## src/rtl/sram_axil_bridge.sv

```systemverilog
// AXI4-Lite subordinate front-end for a single-port synchronous byte-enable RAM.
// Serves one transaction at a time. Reads and writes alternate on contention.
module sram_axil_bridge #(
    parameter int ADDR_WIDTH     = 12,
    parameter int DATA_WIDTH     = 32,
    parameter int AXI_ADDR_WIDTH = 32
) (
    input  logic                      clock,
    input  logic                      reset,

    input  logic                      s_axil_awvalid,
    output logic                      s_axil_awready,
    input  logic [AXI_ADDR_WIDTH-1:0] s_axil_awaddr,
    input  logic                      s_axil_wvalid,
    output logic                      s_axil_wready,
    input  logic [DATA_WIDTH-1:0]     s_axil_wdata,
    input  logic [DATA_WIDTH/8-1:0]   s_axil_wstrb,
    output logic                      s_axil_bvalid,
    input  logic                      s_axil_bready,
    output logic [1:0]                s_axil_bresp,

    input  logic                      s_axil_arvalid,
    output logic                      s_axil_arready,
    input  logic [AXI_ADDR_WIDTH-1:0] s_axil_araddr,
    output logic                      s_axil_rvalid,
    input  logic                      s_axil_rready,
    output logic [DATA_WIDTH-1:0]     s_axil_rdata,
    output logic [1:0]                s_axil_rresp,

    output logic [ADDR_WIDTH-1:0]     mem_raddr,
    output logic [ADDR_WIDTH-1:0]     mem_waddr,
    output logic [DATA_WIDTH/8-1:0]   mem_wstrb,
    output logic [DATA_WIDTH-1:0]     mem_wdata,
    input  logic [DATA_WIDTH-1:0]     mem_rdata
);

    localparam int STRB_WIDTH = DATA_WIDTH / 8;
    localparam int OFF        = $clog2(STRB_WIDTH);

    typedef enum logic [1:0] {
        IDLE,
        WR_RESP,
        RD_WAIT,
        RD_RESP
    } state_t;

    state_t                  state_q, state_d;
    logic                    prio_rd_q, prio_rd_d;
    logic [ADDR_WIDTH-1:0]   mem_raddr_q, mem_raddr_d;
    logic [ADDR_WIDTH-1:0]   mem_waddr_q, mem_waddr_d;
    logic [STRB_WIDTH-1:0]   mem_wstrb_q, mem_wstrb_d;
    logic [DATA_WIDTH-1:0]   mem_wdata_q, mem_wdata_d;

    logic                    wr_eligible;
    logic                    rd_eligible;
    logic                    grant_wr;
    logic                    grant_rd;

    // Address bits above the RAM window and the byte offset are deliberately ignored.
    logic                    unused_addr_bits;
    assign unused_addr_bits = ^{s_axil_awaddr, s_axil_araddr};

    // Arbitration: grant at most one eligible request while idle.
    // Gated by reset so no ready is offered while reset holds the FSM in IDLE.
    always_comb begin
        wr_eligible = s_axil_awvalid && s_axil_wvalid;
        rd_eligible = s_axil_arvalid;
        grant_wr    = 1'b0;
        grant_rd    = 1'b0;
        if ((state_q == IDLE) && reset) begin
            grant_wr = wr_eligible && (!rd_eligible || !prio_rd_q);
            grant_rd = rd_eligible && (!wr_eligible || prio_rd_q);
        end
    end

    // State and datapath registers, cleared asynchronously.
    always_ff @(posedge clock or negedge reset) begin
        if (!reset) begin
            state_q     <= IDLE;
            prio_rd_q   <= 1'b0;
            mem_raddr_q <= '0;
            mem_waddr_q <= '0;
            mem_wstrb_q <= '0;
            mem_wdata_q <= '0;
        end else begin
            state_q     <= state_d;
            prio_rd_q   <= prio_rd_d;
            mem_raddr_q <= mem_raddr_d;
            mem_waddr_q <= mem_waddr_d;
            mem_wstrb_q <= mem_wstrb_d;
            mem_wdata_q <= mem_wdata_d;
        end
    end

    // Next-state logic.
    always_comb begin
        state_d = state_q;
        case (state_q)
            IDLE: begin
                if (grant_wr) begin
                    state_d = WR_RESP;
                end else if (grant_rd) begin
                    state_d = RD_WAIT;
                end
            end
            WR_RESP: begin
                if (s_axil_bready) begin
                    state_d = IDLE;
                end
            end
            RD_WAIT: begin
                state_d = RD_RESP;
            end
            RD_RESP: begin
                if (s_axil_rready) begin
                    state_d = IDLE;
                end
            end
            default: begin
                state_d = IDLE;
            end
        endcase
    end

    // Datapath next values: capture on grant, strobes live for one cycle only.
    always_comb begin
        prio_rd_d   = prio_rd_q;
        mem_raddr_d = mem_raddr_q;
        mem_waddr_d = mem_waddr_q;
        mem_wdata_d = mem_wdata_q;
        mem_wstrb_d = '0;
        if (grant_wr) begin
            prio_rd_d   = 1'b1;
            mem_waddr_d = s_axil_awaddr[OFF+ADDR_WIDTH-1:OFF];
            mem_wdata_d = s_axil_wdata;
            mem_wstrb_d = s_axil_wstrb;
        end else if (grant_rd) begin
            prio_rd_d   = 1'b0;
            mem_raddr_d = s_axil_araddr[OFF+ADDR_WIDTH-1:OFF];
        end
    end

    // Bus-side outputs decoded from state and grant.
    always_comb begin
        s_axil_awready = grant_wr;
        s_axil_wready  = grant_wr;
        s_axil_arready = grant_rd;
        s_axil_bvalid  = (state_q == WR_RESP);
        s_axil_rvalid  = (state_q == RD_RESP);
        s_axil_rdata   = mem_rdata;
        s_axil_bresp   = 2'b00;
        s_axil_rresp   = 2'b00;
    end

    assign mem_raddr = mem_raddr_q;
    assign mem_waddr = mem_waddr_q;
    assign mem_wstrb = mem_wstrb_q;
    assign mem_wdata = mem_wdata_q;

endmodule

```

## config.mk

```make
export PLATFORM = sky130hd
export DESIGN_NAME = sram_axil_bridge
export DESIGN_NICKNAME = d
export VERILOG_FILES = /design/src/rtl/sram_axil_bridge.sv
export SDC_FILE = /design/constraint.sdc
export NUM_CORES = 1
export LEC_CHECK = 0
export BUFFER_PORTS_ARGS = -buffer_cell sky130_fd_sc_hd__buf_2
export CAP_MARGIN = 5
export CELL_PAD_IN_SITES_DETAIL_PLACEMENT = 1
export CELL_PAD_IN_SITES_GLOBAL_PLACEMENT = 1
export CORE_MARGIN = 2
export CORE_UTILIZATION = 28
export DETAILED_ROUTE_END_ITERATION = 16
export PLACE_DENSITY = 0.8
export SLEW_MARGIN = 20
export SYNTH_ARGS = -nofsm -noshare
export SYNTH_HDL_FRONTEND = slang
export SYNTH_SLANG_ARGS = --single-unit
```

## constraint.sdc

```tcl
create_clock -name clock -period 2.2 [get_ports clock]
set_input_delay 0.44 -clock clock [delete_from_list [all_inputs] [get_ports clock]]
set_output_delay 0.44 -clock clock [all_outputs]
set_load 0.005 [all_outputs]
```

# Word level (Yosys, flattened, before mapping)
# Index checks and enable logic that the tools add are counted.
# word_totals
ff_bits,63
inputBits,139
word_cells,36
# op_classes
eq_ne,6
mux,10
bitwise,1
reduce_logical,13
# ops
op,n
2-bit 2-to-1 mux,4
2-bit one-hot mux with 4 select lines,1
"2-bit == test, second input constant",2
1-bit logical AND,4
1-bit 2-to-1 mux,4
4-bit 2-to-1 mux,1
"2-bit by 1-bit inequality test with 1-bit output, second input constant",2
1-bit zero test,3
"3-bit inequality test, second input constant",1
3-bit AND reduction,1
"2-bit by 1-bit == test with 1-bit output, second input constant",1
2-bit zero test,1
1-bit logical OR,2
2-bit AND reduction,1
2-bit nonzero test,1
1-bit NOT,1

# Longest topological paths before layout
# Gate-level depths: netlist of run 1.
# depth
depth_word,8
mapped_depth,5

# Worst setup path before layout of run 1
# Ideal clock, no wire load.
# synth_timing
path_type,flip-flop to output port
startpoint,register state_q[1]
endpoint,output s_axil_wready
arrival_time_ps,1368
required_time_ps,1760
setup_slack_ps,392
path_stages_with_launch,6
n_path_buf,2
cell_sequence,dfrtp_1 nor3b_4 nand4_4 buf_6 inv_1 buf_4
# synth_via
elab_chain_cells,3
# synth_rtl
element,line,source
start: declaration,47,"state_t state_q, state_d;"
start signal: assignment,86,state_q <= state_d;
2-bit zero test,70,if ((state_q == IDLE) && reset) begin
1-bit logical AND,70,
1-bit 2-to-1 mux,70,
end: declaration,15,"output logic s_axil_wready,"
# Every way passes these cells.

# Worst setup path after layout of run 1
# layout_timing
startpoint,register state_q[1]
endpoint,output s_axil_arready
# layout_via
elab_chain_cells,3
# layout_rtl
element,line,source
2-bit zero test,70,
1-bit logical AND,70,
1-bit 2-to-1 mux,70,
end: declaration,23,"output logic s_axil_arready,"
# Every way passes these cells.

==> flow_metrics.tcl, run 1 <==
set metrics [dict create \
    wl_per_cell_um 14.41 \
    path_clk_slew_ps 60 \
    cts_hold_buf 0 \
    yosysTopAreaCell "dfrtp_1" \
    grt.total_usage_pct 11.50 \
    fmax_mhz 502.9 \
    drt_iter0_drc 61 \
    start_util_pct 28.84 \
    maxSlewViolCount 0 \
    numPortBuffers 131 \
    syn_area_um2 2819 \
    crit_family "flip-flops" \
    setup-tns-final_ps 0 \
    tightest_slew_ps 807.2 \
    ant_nets 0 \
    synth.avg_cell_area_um2 15.49 \
    hold_violations 0 \
    totalWireLength_um 6124 \
    yosysTopAreaCellShare_pct 55.93 \
    fin_nets 427 \
    pin_count 240 \
    cp_data_required_time_ps 1760 \
    syn2layout_area_growth_pct 25.74 \
    cts_root_buffer "clkbuf_8" \
    die_area_um2 10890 \
    fin_crit_ps 1988 \
    rsz0062_at_grt "no" \
    vias_per_cell 4.120 \
    core_um2 9774 \
    die_h_um 104.3 \
    ys_seq_elements 63 \
    cts_tree "done" \
    cts_setup_buffers 0 \
    ys_types 16 \
    fp-row-count 36 \
    max_slew_margin_pct 46.19 \
    vias 1751 \
    yosysSeqAreaShare_pct 55.93 \
    syn-instance-count 182 \
    worst_skew_pair.late_latency_ps 340 \
    pre_cts_slack_ps 144.1 \
    ys_top_cells_by_area "dfrtp_1, mux2_4, buf_4" \
    critical_path.max_fanout 6 \
    setup_ws_ps 211.6 \
    critPathKind "reg2out" \
    yosys_warnings 0 \
    max_cap_violations 0 \
    grt_pass1_vias 1982 \
    critPathMaxStageDelay_ps 440 \
    cts_resized 0 \
    firstDrtPassIters 3 \
    htree_levels 3 \
    outcome "completed" \
    power_density_nw_per_um2 1300 \
    fp.dieW_um 104.3 \
    skew_ps 14.40 \
    gp_congestion 0.6844 \
    post-route-period-util_pct 90.38 \
    grt_antenna_before_repair 0 \
    crit_buf_inv 2 \
    diodes 0 \
    drc 0 \
    ir_drop_mv 0.3953 \
    crit_path_cell_trace "nor3b_4, o211ai_2, inv_1, buf_2" \
    worst_ep_arrival_time_ps 1550 \
    setup_viol 0 \
    clock_path_buffers 2 \
    cp-start-kind "flip-flop" \
    hp-class "in2reg" \
    cpMaxStageDelayCell "dfrtp_1" \
    clock_sinks 63 \
    cts_made_buffers 9 \
    grt_pass1_wl_um 9791 \
    drive_above_1_share_pct 70.89 \
    end_kind "output port" \
    grt_max_degree 64 \
    power.leakage_nw 1.955 \
    gr-total-overflow 0 \
    dp_hpwl_um 4403 \
]
cells in the final DEF, fill, tap and decap left out, drive strengths merged:
master / instances
a21o: 1
and2: 5
buf: 134
bufinv: 1
clkbuf: 12
clkinv: 1
clkinvlp: 1
conb: 4
dfrtp: 63
inv: 3
mux2: 56
nand2: 6
nand4: 1
nor2: 1
nor3b: 1
o211ai: 1
o311ai: 1
where the power goes:
part / switching, mW / leakage, nW / internal (mW) / total (mW)
registers: 0.296 / 0.769 / 1.70 / 2.00
logic: 0.559 / 1.09 / 1.04 / 1.60
clock network: 0.431 / 0.0985 / 0.578 / 1.01
total: 1.29 / 1.95 / 3.32 / 4.61
final timing paths:
check / start / to / slack (ps) / cells after the start
min: s_axil_wstrb[1] / mem_wstrb[1] / 310 / 2
min reg2reg: mem_raddr[6] / mem_raddr[6] / 500 / 1
max: state_q[1] / s_axil_arready / 210 / 4
min in group asynchronous: reset / mem_raddr[6] / 320 / 2
max reg2reg: state_q[1] / mem_waddr[5] / 370 / 4
max in group asynchronous: reset / mem_waddr[3] / 1370 / 2
kinds of logic (layout without fill, tap and decap cells):
group	Yosys count	count (layout)	synth area share (%)
DFF	63	63	55.93
muxes	56	56	27.43
buffers and inverters	45	152	12.03
and+or+nand+nor	14	14	3.462
AOI/OAI and AO/OA	3	3	1.021
other	1	4	0.1330
per-layer routing:
layer	up-vias	GRT usage [%]	share of wire, %
met5	-	0	0
met4	0	6.081	2.3
met3	20	4.073	8.3
met2	94	19.23	49
met1	857	12.81	40
li1	780	-	-
cell type report:
| cell class | count | area (um^2) |
|---|---|---|
| well taps | 133 | 166.4 |
| clock inverters | 3 | 42.54 |
| multi-input cells | 77 | 914.6 |
| clock buffers | 12 | 155.1 |
| repair buffers | 134 | 678.2 |
| inverters | 3 | 11.26 |
| fillers | 1085 | 6230 |
| flip-flops and latches | 63 | 1577 |
through the flow:
step	power, mW	util, %	hold slack [ps]	instance area, um^2	std cells
CTS	4.699	36.26	289.2	3545	425
finish	4.608	36.26	312.0	3545	425
global route	4.915	36.26	292.8	3545	425
floorplan	2.923	-	144.4	2830	185
global placement	3.564	34.24	484.5	3347	410
detailed placement	3.646	34.24	487.1	3347	410
Yosys cell counts:
| cell type | instances |
|---|---|
| dfrtp_1 | 63 |
| mux2_2 | 18 |
| nor3b_4 | 1 |
| nor2_1 | 1 |
| o311ai_0 | 1 |
| o211ai_2 | 1 |
| buf_6 | 4 |
| buf_2 | 1 |
| nand2_1 | 6 |
| and2_1 | 5 |
| nand4_4 | 1 |
| inv_1 | 3 |
| a21o_1 | 1 |
| conb_1 | 1 |
| buf_4 | 37 |
| mux2_4 | 38 |
state kept, by name (all words and copies together) (netlist names):
name,count
mem_wdata,32
mem_raddr,12
mem_waddr,12
mem_wstrb,4
state_q,2
prio_rd_q,1
Power figures use the tool's default switching activity.
==> run 2: changes to the inputs <==
--- a/config.mk
+++ b/config.mk
@@ -5,12 +5,13 @@
 export SDC_FILE = /design/constraint.sdc
 export NUM_CORES = 1
 export LEC_CHECK = 0
+export ABC_AREA = 1
 export BUFFER_PORTS_ARGS = -buffer_cell sky130_fd_sc_hd__buf_2
 export CAP_MARGIN = 5
 export CELL_PAD_IN_SITES_DETAIL_PLACEMENT = 1
 export CELL_PAD_IN_SITES_GLOBAL_PLACEMENT = 1
 export CORE_MARGIN = 2
-export CORE_UTILIZATION = 28
+export CORE_UTILIZATION = 26
 export DETAILED_ROUTE_END_ITERATION = 16
 export PLACE_DENSITY = 0.8
 export SLEW_MARGIN = 20
==> flow_metrics.tcl, run 2 <==
set metrics [dict create \
    grt_max_degree 64 \
    min_to "mem_wdata[3]" \
    gr-total-overflow 0 \
    hp-class "in2reg" \
    start_util_pct 26.53 \
    grt_pass1_vias 2461 \
    numPortBuffers 131 \
    max_cap_violations 0 \
    fp.dieW_um 108.7 \
    cts_setup_buffers 0 \
    ir_drop_mv 0.3779 \
    dp_hpwl_um 5073 \
    cts_resized 0 \
    grt_antenna_before_repair 0 \
    clock_path_buffers 2 \
    gp_congestion 0.6640 \
    power_density_nw_per_um2 1220 \
    rsz0062_at_grt "no" \
    yosysTopAreaCellShare_pct 55.31 \
    vias_per_cell 4.113 \
    grt.total_usage_pct 12.36 \
    cts_made_buffers 9 \
    clock_sinks 63 \
    hold_violations 0 \
    placed_area_um2 3328 \
    synth_common_cells "nand2_1, dfrtp_1, buf_4, nand2_2, inv_1" \
    largest_reg_flops 32 \
    cts_root_buffer "clkbuf_8" \
    wl_per_cell_um 12.39 \
    maxSlewViolCount 0 \
    end_kind "output port" \
    ys_seq_elements 63 \
    seqCellArea_um2 1577 \
    worst_skew_pair.late_latency_ps 330 \
    critical_path.max_fanout 15 \
    setup_viol 0 \
    syn_area_um2 2850 \
    grt_pass1_wl_um 11430 \
    synth-main-ff-cell "dfrtp_1" \
    core_um2 10750 \
    syn-instance-count 320 \
    synthArstFlopShare_pct 100.0 \
    totalWireLength_um 6998 \
    skew_ps 7.613 \
    firstDrtPassIters 4 \
    tightest_slew_ps 812.9 \
    design_area_um2 3485 \
    power.leakage_nw 2.121 \
    synth_edf_count 0 \
    synth.avg_cell_area_um2 8.907 \
    htree_levels 3 \
    path_clk_slew_ps 70 \
    syn2layout_area_growth_pct 22.26 \
    nFillCells 1353 \
    cp-start-kind "flip-flop" \
    die_h_um 108.7 \
    multi_input_area_um2 848.3 \
    synth_most_common_cell "nand2_1" \
    die_area_um2 11820 \
    mostFrequentLayoutCells "nand2_1, buf_2, dfrtp_1, nand2_2, inv_1" \
    critPathKind "reg2out" \
    yosysTopAreaCell "dfrtp_1" \
    ys_types 20 \
    reg2reg_to "state_q[1]" \
    setup-tns-final_ps 0 \
    drt_iter0_drc 79 \
    diodes 0 \
    pin_count 240 \
    rr_worst_depth 7 \
    vias 2324 \
    max_slew_margin_pct 45.81 \
    drc 0 \
    drive_above_1_share_pct 40.71 \
    fin_nets 559 \
    reg2reg_slack_ps 710 \
    holdPathStages 3 \
    fp-row-count 38 \
    yosys_warnings 0 \
    cts_hold_buf 0 \
    cp_data_required_time_ps 1760 \
    rr_startpoint "state_q[0]" \
    ys_top_cells_by_area "dfrtp_1, nand2_1, buf_4" \
    post-route-period-util_pct 91.85 \
    fmax_mhz 494.9 \
    cts_tree "done" \
    final_common_cell "nand2_1" \
    ant_nets 0 \
    fin_crit_ps 2021 \
    outcome "completed" \
    worstHoldStart "s_axil_wdata[3]" \
    worst_ep_arrival_time_ps 1580 \
    yosysSeqAreaShare_pct 55.31 \
]
[run 2: kinds of logic after synthesis]
family / share of synthesized area, %
compound gates: 0.4389
buf+inv: 15.32
flops: 55.31
other cells: 0.1316
simple gates: 28.80
[run 2: worst max-delay path by stage]
stage | start | end | slack (ps) | depth (start not counted)
after floorplan | s_axil_arvalid | s_axil_wready | 630 | 5
after global placement | reset | s_axil_arready | 500 | 6
after detailed placement | reset | s_axil_arready | 470 | 6
after CTS | state_q[0] | s_axil_arready | 110 | 6
after global routing | state_q[1] | s_axil_arready | 50 | 6
final | state_q[0] | s_axil_arready | 180 | 6
[run 2: where the power goes]
part	internal (mW)	switching, mW
Clock	0.399	0.432
Combinational	0.666	0.760
Sequential	1.70	0.291
[run 2: final cells by class]
type,count,share of cell area (%)
inverter,12,1.364
clock buffer,11,3.770
tap,140,5.027
timing repair buffer,134,19.53
sequential,63,45.24
clock inverter,5,0.7181
multi-input combinational,200,24.34
[run 2: critical path, stage by stage (launching register included)]
cell and delay [ps]:
dfrtp_1 440, inv_2 80, nand2_1 90, nor2_4 150, nand2_4 150, inv_4 200, buf_2 150
[run 2: metal layers]
layer	share of wire (%)	global-route usage, %	up-vias	routed length, um
li1	-	-	1108	-
met1	40	13.83	1097	2815
met2	49	20.27	85	3423
met3	7.4	3.945	34	521
met4	3.4	7.967	0	238
met5	0	0	-	0
[run 2: metrics by stage]
step | std cells | setup slack (ps) | utilization [%] | hold slack (ps) | power, mW
after floorplan | 323 | 626.6 | - | 144.4 | 2.770
after global placement | 549 | 500.3 | 30.97 | 448.7 | 3.414
after detailed placement | 549 | 469.8 | 30.97 | 456.2 | 3.489
after CTS | 565 | 114.2 | 32.43 | 277.3 | 4.367
after global routing | 565 | 45.31 | 32.43 | 286.6 | 4.669
final | 565 | 179.3 | 32.43 | 301.9 | 4.251
